**config.mk**
```make
export PLATFORM = sky130hd
export DESIGN_NAME = reg_scoreboard
export DESIGN_NICKNAME = d
export VERILOG_FILES = /design/src/rtl/reg_scoreboard.sv
export SDC_FILE = /design/constraint.sdc
export NUM_CORES = 1
export LEC_CHECK = 0
export ABC_AREA = 1
export BUFFER_PORTS_ARGS = -buffer_cell sky130_fd_sc_hd__buf_2
export CAP_MARGIN = 20
export CORE_MARGIN = 3
export CORE_UTILIZATION = 25
export DETAILED_ROUTE_END_ITERATION = 16
export PLACE_DENSITY = 0.44
export SETUP_SLACK_MARGIN = 0.15
export SLEW_MARGIN = 5
export SYNTH_ARGS = -nofsm -noshare
export SYNTH_HDL_FRONTEND = slang
export SYNTH_SLANG_ARGS = --single-unit
```
**constraint.sdc**
```tcl
create_clock -name I_CLOCK -period 2.3 [get_ports I_CLOCK]
set_clock_uncertainty 0.05 [all_clocks]
set_input_delay 0.115 -clock I_CLOCK [delete_from_list [all_inputs] [get_ports I_CLOCK]]
set_output_delay 0.115 -clock I_CLOCK [all_outputs]
set_load 0.02 [all_outputs]
```
**src/rtl/reg_scoreboard.sv**
```systemverilog
// Register scoreboard: per-register pending-write counters with data-hazard
// detection, branch stall and flush/drain control for the decode stage.
module reg_scoreboard #(
  parameter int unsigned NUM_RF    = 16,
  parameter int unsigned CNT_WIDTH = 2
) (
  input  logic              I_CLOCK,
  input  logic              I_RESET,
  input  logic              I_IssueValid,
  input  logic [3:0]        I_Src1Idx,
  input  logic [3:0]        I_Src2Idx,
  input  logic              I_Src1Used,
  input  logic              I_Src2Used,
  input  logic [3:0]        I_DestIdx,
  input  logic              I_DestWrite,
  input  logic              I_IsBranch,
  input  logic              I_BranchResolved,
  input  logic              I_WriteBackEnable,
  input  logic [3:0]        I_WriteBackRegIdx,
  input  logic              I_Flush,
  output logic              O_IssueAccept,
  output logic              O_DepStallSignal,
  output logic              O_BranchStallSignal,
  output logic [NUM_RF-1:0] O_PendingMask,
  output logic [1:0]        O_State,
  output logic              O_Error
);

  typedef enum logic [1:0] {
    RUN     = 2'd0,
    BR_WAIT = 2'd1,
    DRAIN   = 2'd2
  } state_t;

  localparam logic [CNT_WIDTH-1:0] CNT_MAX = '1;
  localparam logic [CNT_WIDTH-1:0] CNT_ONE = CNT_WIDTH'(1);

  state_t               state_q, state_d;
  logic [CNT_WIDTH-1:0] cnt_q [NUM_RF];
  logic [CNT_WIDTH-1:0] cnt_d [NUM_RF];
  logic [NUM_RF-1:0]    inc_vec, dec_vec, mask_d, pend_q;
  logic                 err_q, underflow, in_run;
  logic                 src1_haz, src2_haz, dest_haz;

  // Unused encoding 3 behaves exactly like RUN.
  assign in_run = (state_q != BR_WAIT) && (state_q != DRAIN);

  // State register
  always_ff @(posedge I_CLOCK) begin
    if (I_RESET) state_q <= RUN;
    else         state_q <= state_d;
  end

  // Next-state logic; flush dominates every other transition
  always_comb begin
    state_d = state_q;
    if (I_Flush) begin
      state_d = DRAIN;
    end else begin
      case (state_q)
        BR_WAIT: if (I_BranchResolved) state_d = RUN;
        DRAIN:   if (mask_d == '0)     state_d = RUN;
        default: state_d = (O_IssueAccept && I_IsBranch) ? BR_WAIT : RUN;
      endcase
    end
  end

  // Output logic
  always_comb begin
    // A writeback retiring the last pending write bypasses the source hazard.
    src1_haz = I_Src1Used && (cnt_q[I_Src1Idx] != '0) &&
               !(I_WriteBackEnable && (I_WriteBackRegIdx == I_Src1Idx) &&
                 (cnt_q[I_Src1Idx] == CNT_ONE));
    src2_haz = I_Src2Used && (cnt_q[I_Src2Idx] != '0) &&
               !(I_WriteBackEnable && (I_WriteBackRegIdx == I_Src2Idx) &&
                 (cnt_q[I_Src2Idx] == CNT_ONE));
    dest_haz = I_DestWrite && (cnt_q[I_DestIdx] == CNT_MAX);
    O_DepStallSignal    = I_IssueValid && in_run && (src1_haz || src2_haz || dest_haz);
    O_IssueAccept       = I_IssueValid && in_run && !O_DepStallSignal && !I_Flush;
    O_BranchStallSignal = (state_q == BR_WAIT) || (state_q == DRAIN) ||
                          (O_IssueAccept && I_IsBranch);
  end

  assign O_State       = state_q;
  assign O_PendingMask = pend_q;
  assign O_Error       = err_q;

  // Counter update; an increment and decrement of the same register cancel.
  always_comb begin
    inc_vec = '0;
    dec_vec = '0;
    mask_d  = '0;
    if (O_IssueAccept && I_DestWrite) inc_vec[I_DestIdx] = 1'b1;
    if (I_WriteBackEnable)            dec_vec[I_WriteBackRegIdx] = 1'b1;
    for (int unsigned i = 0; i < NUM_RF; i++) begin
      cnt_d[i] = cnt_q[i];
      if (inc_vec[i] && !dec_vec[i])
        cnt_d[i] = cnt_q[i] + CNT_ONE;
      else if (dec_vec[i] && !inc_vec[i] && (cnt_q[i] != '0))
        cnt_d[i] = cnt_q[i] - CNT_ONE;
      mask_d[i] = (cnt_d[i] != '0);
    end
    underflow = I_WriteBackEnable && (cnt_q[I_WriteBackRegIdx] == '0);
  end

  always_ff @(posedge I_CLOCK) begin
    if (I_RESET) begin
      for (int unsigned i = 0; i < NUM_RF; i++) cnt_q[i] <= '0;
      pend_q <= '0;
      err_q  <= 1'b0;
    end else begin
      for (int unsigned i = 0; i < NUM_RF; i++) cnt_q[i] <= cnt_d[i];
      pend_q <= mask_d;
      if (underflow) err_q <= 1'b1;
    end
  end

endmodule
```
==> results of run 1 <==
-- cell usage after synthesis --
cell | number | share of area
nand2_1 | 231 | 0.19
nor2_1 | 117 | 0.097
nand3_1 | 109 | 0.12
inv_1 | 104 | 0.086
dfxtp_1 | 51 | 0.23
a21oi_1 | 43 | 0.048
o21ai_0 | 19 | 0.021
ha_1 | 18 | 0.050
nand4_1 | 17 | 0.024
nand4_2 | 9 | 0.025
buf_2 | 8 | 0.0089
clkbuf_1 | 8 | 0.0066
a31oi_1 | 6 | 0.0083
or2_0 | 6 | 0.0083
inv_2 | 4 | 0.0033
or2_2 | 4 | 0.0055
buf_4 | 3 | 0.0050
nand3_2 | 3 | 0.0066
nand4_4 | 3 | 0.014
buf_6 | 2 | 0.0050
clkinv_1 | 2 | 0.0017
nand2_2 | 2 | 0.0028
nand2_4 | 2 | 0.0050
nand3b_1 | 2 | 0.0033
nor2_2 | 2 | 0.0028
o41ai_1 | 2 | 0.0039
xnor2_1 | 2 | 0.0039
a21boi_0 | 1 | 0.0017
a41oi_1 | 1 | 0.0019
buf_1 | 1 | 0.00083
buf_12 | 1 | 0.0044
inv_4 | 1 | 0.0014
o211ai_1 | 1 | 0.0017
o22ai_1 | 1 | 0.0014
or2_1 | 1 | 0.0014
xor2_1 | 1 | 0.0019
-- final cells by class --
type,count,share of cell area
multi-input combinational,603,0.478
timing repair buffer,237,0.256
sequential,51,0.149
inverter,111,0.0570
tap,225,0.0378
clock buffer,7,0.0205
clock inverter,1,0.00101
-- power by group through the flow --
stage / logic [W] / registers, W / clock network (W)
after floorplan: 0.000231 / 0.000920 / 0
after global placement: 0.000456 / 0.000915 / 0
after detailed placement: 0.000452 / 0.000915 / 0
after CTS: 0.000529 / 0.000883 / 0.000857
after global routing: 0.000624 / 0.000874 / 0.000884
final: 0.000578 / 0.000873 / 0.000831
-- sequential cells by signal, indices dropped and copies added (netlist names) --
name,count
O_Error,1
cnt_q,32
O_State,2
O_PendingMask,16
-- per-stage QoR --
stage / area (sq um) / total power [W] / instances / hold WS [ns] / setup slack [ns]
after CTS: 6930 / 0.00227 / 1219 / 0.0866 / -0.586
after global routing: 7450 / 0.00238 / 1235 / 0.144 / -0.871
final: 7450 / 0.00228 / 1235 / 0.0923 / -0.665
after floorplan: 4560 / 0.00115 / 788 / 0.208 / -0.0488
after global placement: 6130 / 0.00137 / 1192 / 0.386 / -0.754
after detailed placement: 6130 / 0.00137 / 1192 / 0.394 / -0.784
-- logic make-up after synthesis --
logic type      synth area share
simple gates               0.508
buf+inv                    0.123
compound gates            0.0874
flops                      0.226
fa+ha+maj                 0.0498
xor+xnor                 0.00581
-- what timing repair did --
action                     CTS  global route
pin swaps                   45            61
gates resized for setup    150           113
setup buffers               18            16
hold endpoints to repair     0             0
cloned                       1             0
setup endpoints to repair   53            53
-- worst max path at each step --
stage	start	end	slack (ns)
global route	cnt_q[10][0]	O_State[1]	-0.87
finish	cnt_q[10][0]	O_State[1]	-0.67
floorplan	I_Src2Idx[0]	O_State[1]	-0.05
global placement	I_DestIdx[0]	O_State[1]	-0.75
detailed placement	I_DestIdx[0]	O_State[1]	-0.78
CTS	cnt_q[10][0]	O_State[1]	-0.59
-- critical path, delay by kind of cell (launching register included) --
kind,cells,cell delay [ns]
AO/OA/AOI/OAI,1,0.05
buffers and inverters,3,0.41
flip-flops,1,0.33
AND/OR/NAND/NOR,22,1.99
-- routing by layer --
metal / global-route usage / vias up / part of all wire
met1: 0.257 / 2678 / 0.47
met5: 0 / - / 0
met3: 0.0229 / 27 / 0.048
li1: - / 2975 / -
met4: 0.0510 / 0 / 0.025
met2: 0.298 / 160 / 0.46
==> summary.txt, run 1 <==
Floorplan
  – Die area: 0.0197 sq mm
  – Row cnt: between 40 and 50
  – Die X: between 100 and 150 um
  – Die Span Y: between 100 and 150 um
  – Initial Util: 0.259
  – Num ports: 48
  – CORE AREA: about 0.017 sq mm

Timing
  – Setup TNS: -5.15 ns
  – Max Freq: about 340 MHz
  – Final Critical Period: between 2 and 3 ns
  – Endpoints failing setup: 32
  – Max-slew violation count: 0
  – Setup ws final: -0.665 ns
  – Worst slew pin tran: around 0.6 ns
  – RSZ-0062 raised after global routing: yes
  – Period utilization: 1.29
  – Final Hold Fails: 0
  – Slew HR: 0.587

Setup path
  – Reg2reg path depth: 26
  – Crit start category: register
  – Critical path arrival: just over 3 ns
  – Max FO, Critical Path: 6
  – Worst Path Required: 2.43 ns
  – Max incr delay on CP: 0.33 ns
  – Crit path kind: reg -> reg
  – Reg2reg end: O_State[1]
  – R2r setup slk: -0.67 ns
  – Slowest-stage cell, CP: dfxtp_2
  – R2R Path Start: cnt_q[10][0]
  – Worst setup EP type: register

Global route
  – Antenna violations before repair: 0
  – Global route total overflow: 0
  – First-pass GRT wire length: approximately 29 mm
  – Largest net degree at the start of global routing: 29
  – Vias in the first global route: about 5,500
  – Global Route Usage Sum: 0.184

Logic synthesis
  – Avg Cell Area, Syn: around 5.7 sq um
  – Post-Syn Instances: around 790
  – Netlist cell types: 36
  – Synthesized flop and latch total: around 50
  – Syn nets: 832
  – Synth Cell Area: approximately 0.0045 sq mm
  – Ys Warns: 0
  – Seq/Total Area, Yosys: 0.226

Run
  – Maxcap violations: 0

CTS
  – H-Tree Depth: 2
  – Total CTS buffers: 5
  – Root Buffer: clkbuf_16
  – CTS tree: yes
  – Hold buffer count at CTS: 0
  – Clk Latency, worst-skew pair: between 0.3 and 0.4 ns
  – Worst-path clk slew: approximately 0.07 ns
  – CTS sink count: 51
  – Clk buf depth: 2

Cells and area
  – Layout area overhead: 64.7%
  – Core Util, Final: 0.426
  – Diodes inserted: 0
  – Sequential cell area: ~0.0011 sq mm
  – Most common cell after layout, fill and taps aside: nand2_1
  – Most frequent cells in the layout: nand2_1, buf_4, nor2_1, inv_1, nand3_1
  – Fill cells: around 1,900
  – Layout cells sized above 1: 0.434
  – Area of the multi-input gates: 0.00356 sq mm
  – Final net count: approximately 1,100

Worst hold path
  – WHS Path Cells: 5
  – HP Class: in -> reg
  – Min-delay src: I_Flush
  – Hold path endpoint: O_State[0]

Detailed routing
  – Initial detailed-routing violation count: around 470
  – Via density: about 4.7
  – Wire per inst: 15.1 um
  – Total wire length: about 19 mm
  – DRC: 0
  – Detail Route Antenna Nets: 0
  – Routed via count: 5,840
  – First drt pass iteration count: 5

Power and ir drop
  – Switch share: 0.308
  – Power Dens Cells: about 300 mW/mm^2
  – LEAKAGE: 3.42 nW
  – Flop pwr share: 0.383
  – NetSw: about 0.0007 W
  – Clk network pwr share: 0.364
  – Comb power frac: 0.253
  – Cell Int Power: between 0.0015 and 0.002 W
  – Peak VDD IR: 0.248 mV

Placement
  – Detailed Place HPWL: between 10 and 15 mm
  – Gpl congestion: about 0.94
  – IO Port Bufs: 47

Status
  – Failing checks: setup timing
  – Outcome: finished with violations
Power figures use the tool's default switching activity.
==> inputs of run 2 (changes only) <==
--- a/config.mk
+++ b/config.mk
@@ -5,7 +5,7 @@
 export SDC_FILE = /design/constraint.sdc
 export NUM_CORES = 1
 export LEC_CHECK = 0
-export ABC_AREA = 1
+export ABC_AREA = 0
 export BUFFER_PORTS_ARGS = -buffer_cell sky130_fd_sc_hd__buf_2
 export CAP_MARGIN = 20
 export CORE_MARGIN = 3
==> constraint.sdc (replaced) <==
create_clock -name I_CLOCK -period 2.3 [get_ports I_CLOCK]
set_clock_uncertainty 0.05 [all_clocks]
set_input_delay 0.115 -clock I_CLOCK [delete_from_list [all_inputs] [get_ports I_CLOCK]]
set_output_delay 0.115 -clock I_CLOCK [all_outputs]
set_load 0.05 [all_outputs]
==> run 2 against run 1 <==
Effect of this change: the run still ends with setup timing left; worst setup slack lost 0.79 ns; hold slack lost 0.070 ns; synthesized cell count shrank 26%; critical path depth shrank 11; global-route usage grew 2.8 points; total power grew 47%; register-to-register slack lost 0.79 ns; area after synthesis shrank 0.36%; flip-flop and latch count is the same; critical path type unchanged.
==> summary.txt, run 2 <==
Logic synthesis
  – Ys Warns: 0 (unchanged)
  – Avg Cell Area, Syn: 7.72 sq um (+34%)
  – Post-Syn Instances: 584 (-26%)
  – Seq/Total Area, Yosys: 0.227 (+0.000815)
  – Main flop type after synthesis: dfxtp_1
  – Synth area leader: dfxtp_1
  – Number of enable flip-flop cells after synthesis: 0 (unchanged)
  – Largest cells by area after synthesis: dfxtp_1, nor2_1, mux4_2
  – Async S/R FF share, synth: 0 (unchanged)
  – Yosys top cell area share: 0.227 (+0.000815)
  – Most numerous cell in the Yosys netlist: nor2_1
  – Syn nets: 628 (-25%)
  – Netlist cell types: 68 (+89%)
  – Synthesized flop and latch total: 51 (unchanged)
  – Synth Cell Area: 0.00451 sq mm (-0.36%)
  – Most frequent cells after synthesis: nor2_1, nand2_1, dfxtp_1

Setup path
  – CP delay by family, top: simple AND/OR/NAND/NOR gates
  – CP Buf/Inv Count: 3 (unchanged)
  – Critical path arrival: 3.94 ns (+0.84 ns)
  – Max FO, Critical Path: 5 (-1)
  – Crit path kind: reg -> reg
  – Slowest-stage cell, CP: mux4_2
  – Worst setup EP type: register
  – R2r setup slk: -1.46 ns (-0.79 ns)
  – Max incr delay on CP: 0.48 ns (+0.15 ns)
  – Cells along the critical path: mux4_2 -> nor2b_4 -> a211oi_2 -> o211ai_1 -> buf_4 -> a221oi_4 -> buf_6 -> buf_12 -> nand4_1 -> mux2i_2 -> xnor2_2 -> nand4b_1 -> nor4_2 -> a32o_2 -> mux2i_1
  – Crit start category: register
  – Worst Path Required: 2.49 ns (+0.06 ns)

Global route
  – Largest net degree at the start of global routing: 33 (+14%)
  – First-pass GRT wire length: 32.2 mm (+11%)
  – Antenna violations before repair: 0 (unchanged)
  – Global Route Usage Sum: 0.212 (+0.0283)
  – Global route total overflow: 0 (unchanged)
  – Vias in the first global route: 5,606 (+1.9%)

Floorplan
  – Row cnt: 48 (unchanged)
  – CORE AREA: 0.0175 sq mm (unchanged)
  – Die area: 0.0197 sq mm (-0.35%)
  – Die Span Y: 140 um (-0.17%)
  – Die X: 140 um (-0.17%)
  – Initial Util: 0.258 (-0.000931)
  – Num ports: 48 (unchanged)

Timing
  – Final Hold Fails: 0 (unchanged)
  – RSZ-0062 raised after global routing: yes
  – Final Critical Period: 3.76 ns (+0.790 ns)
  – Setup TNS: -41.43 ns (-36.28 ns)
  – Max-slew violation count: 0 (unchanged)
  – Slew HR: 0.337 (-0.250)
  – Setup ws final: -1.46 ns (-0.790 ns)
  – Period utilization: 1.63 (+0.344)
  – Endpoints failing setup: 53 (+66%)
  – Worst slew pin tran: 0.995 ns (+0.384 ns)
  – Max Freq: 266 MHz (-21%)

CTS
  – Clk Latency, worst-skew pair: 0.31 ns (about the same)
  – H-Tree Depth: 2 (unchanged)
  – Worst-path clk slew: 0.08 ns (about the same)
  – CTS tree: yes
  – Total CTS buffers: 5 (unchanged)
  – Clk buf depth: 2 (unchanged)
  – Root Buffer: clkbuf_16
  – Hold buffer count at CTS: 0 (unchanged)
  – CTS sink count: 51 (unchanged)

Placement
  – Gpl congestion: 1.01 (+7.5%)
  – Detailed Place HPWL: 17.2 mm (+19%)
  – IO Port Bufs: 47 (unchanged)
  – Placed Area: 0.00664 sq mm (+8.4%)

Detailed routing
  – Initial detailed-routing violation count: 366 (-21%)
  – DRC: 0 (unchanged)
  – Routed via count: 5,727 (-1.9%)
  – Total wire length: 21.9 mm (+17%)
  – Wire per inst: 20.2 um (+33%)
  – Detail Route Antenna Nets: 0 (unchanged)
  – Via density: 5.28 (+12%)
  – First drt pass iteration count: 5 (unchanged)

Power and ir drop
  – LEAKAGE: 3.22 nW (-5.7%)
  – PnR Total Power: 0.00335 W (+47%)
  – Power Dens Cells: 425 mW/mm^2 (+39%)
  – Peak VDD IR: 0.366 mV (+48%)

Status
  – Outcome: finished with violations
  – Failing checks: setup timing

Cells and area
  – Final instance area: 0.00790 sq mm (+6.1%)
  – Most frequent cells in the layout: buf_4, nor2_1, inv_1, buf_2, nand2_1
  – Most common cell after layout, fill and taps aside: buf_4
  – Layout area overhead: 75.3%
  – Final net count: 902 (-14%)
  – Layout cells sized above 1: 0.544 (+0.111)
  – Max FFs per register: 32 (unchanged)
  – Register with the most flip-flops: cnt_q

Worst hold path
  – HP Class: in -> reg

Run
  – Maxcap violations: 0 (unchanged)
## run 2: cell types whose count changed after synthesis, moves of 12 or more
cell / delta
inv_1: -60
mux4_2: +12
nand2_1: -178
nand3_1: -97
nand4_1: -12
nor2_1: -45
nor3_1: +33
or3_1: +13
xnor2_1: +15
## run 2: final timing paths
| check | from | cells past startpoint | end |
|---|---|---|---|
| hold / removal | I_IsBranch | 3 | O_State[0] |
| setup / recovery | cnt_q[2][1] | 15 | O_State[0] |
| hold reg to reg | O_Error | 2 | O_Error |
| setup reg to reg | cnt_q[2][1] | 15 | O_State[0] |
## run 2: worst register-to-register path: cells and delay by family (launching register included)
family / cells / cell delay (ns)
compound gates: 4 / 0.81
buf+inv: 3 / 0.45
mux: 3 / 0.87
xor+xnor: 1 / 0.27
flops: 1 / 0.35
simple gates: 4 / 0.89
## run 2: layout make-up
class	count	area, sq um
fillers	1726	9580
multi-input cells	461	3980
repair buffers	295	2270
flip-flops and latches	51	1050
well taps	225	282
inverters	44	165
clock buffers	6	150
clock inverters	1	7.51
diodes	1	2.50
## run 2: repair_timing
action,in CTS,in global routing
setup endpoints to repair,53,54
gates resized for setup,84,117
hold endpoints to repair,0,0
buffers inserted,15,18
pin swaps,18,38
## run 2: cells by family (layout without fill, tap and decap cells)
group,after synthesis,in the layout,synth area share
simple gates,245,245,0.267
xor+xnor,21,21,0.0408
compound gates,142,142,0.219
buf+inv,72,346,0.0647
other cells,0,1,0
flops,51,51,0.227
mux,35,35,0.131
fa+ha+maj,18,18,0.0500
## run 2: report_power, final
group	internal, W	switching, W	total, W	leakage (nW)
clock network	0.000466	0.000393	0.000859	0.0741
logic	0.000685	0.000826	0.00151	2.72
registers	0.000945	0.0000391	0.000985	0.421
total	0.00210	0.00126	0.00335	3.22
## run 2: through the flow
| step | hold slack (ns) | std cells | worst slack (ns) | utilization |
|---|---|---|---|---|
| final | 0.0220 | 1084 | -1.46 | 0.452 |
| after global routing | 0.0347 | 1083 | -1.60 | 0.452 |
| after CTS | 0.0167 | 1065 | -1.50 | 0.416 |
| after detailed placement | 0.348 | 1043 | -1.83 | 0.380 |
| after global placement | 0.346 | 1043 | -1.84 | 0.380 |
| after floorplan | 0.144 | 584 | -1.40 | - |
## run 2: per-layer routing
layer  share of wire  vias up  global-route usage
li1                -     2705                   -
met1            0.44     2806               0.282
met2            0.48      191               0.353
met3           0.053       25              0.0311
met4           0.029        0              0.0719
met5               0        -                   0
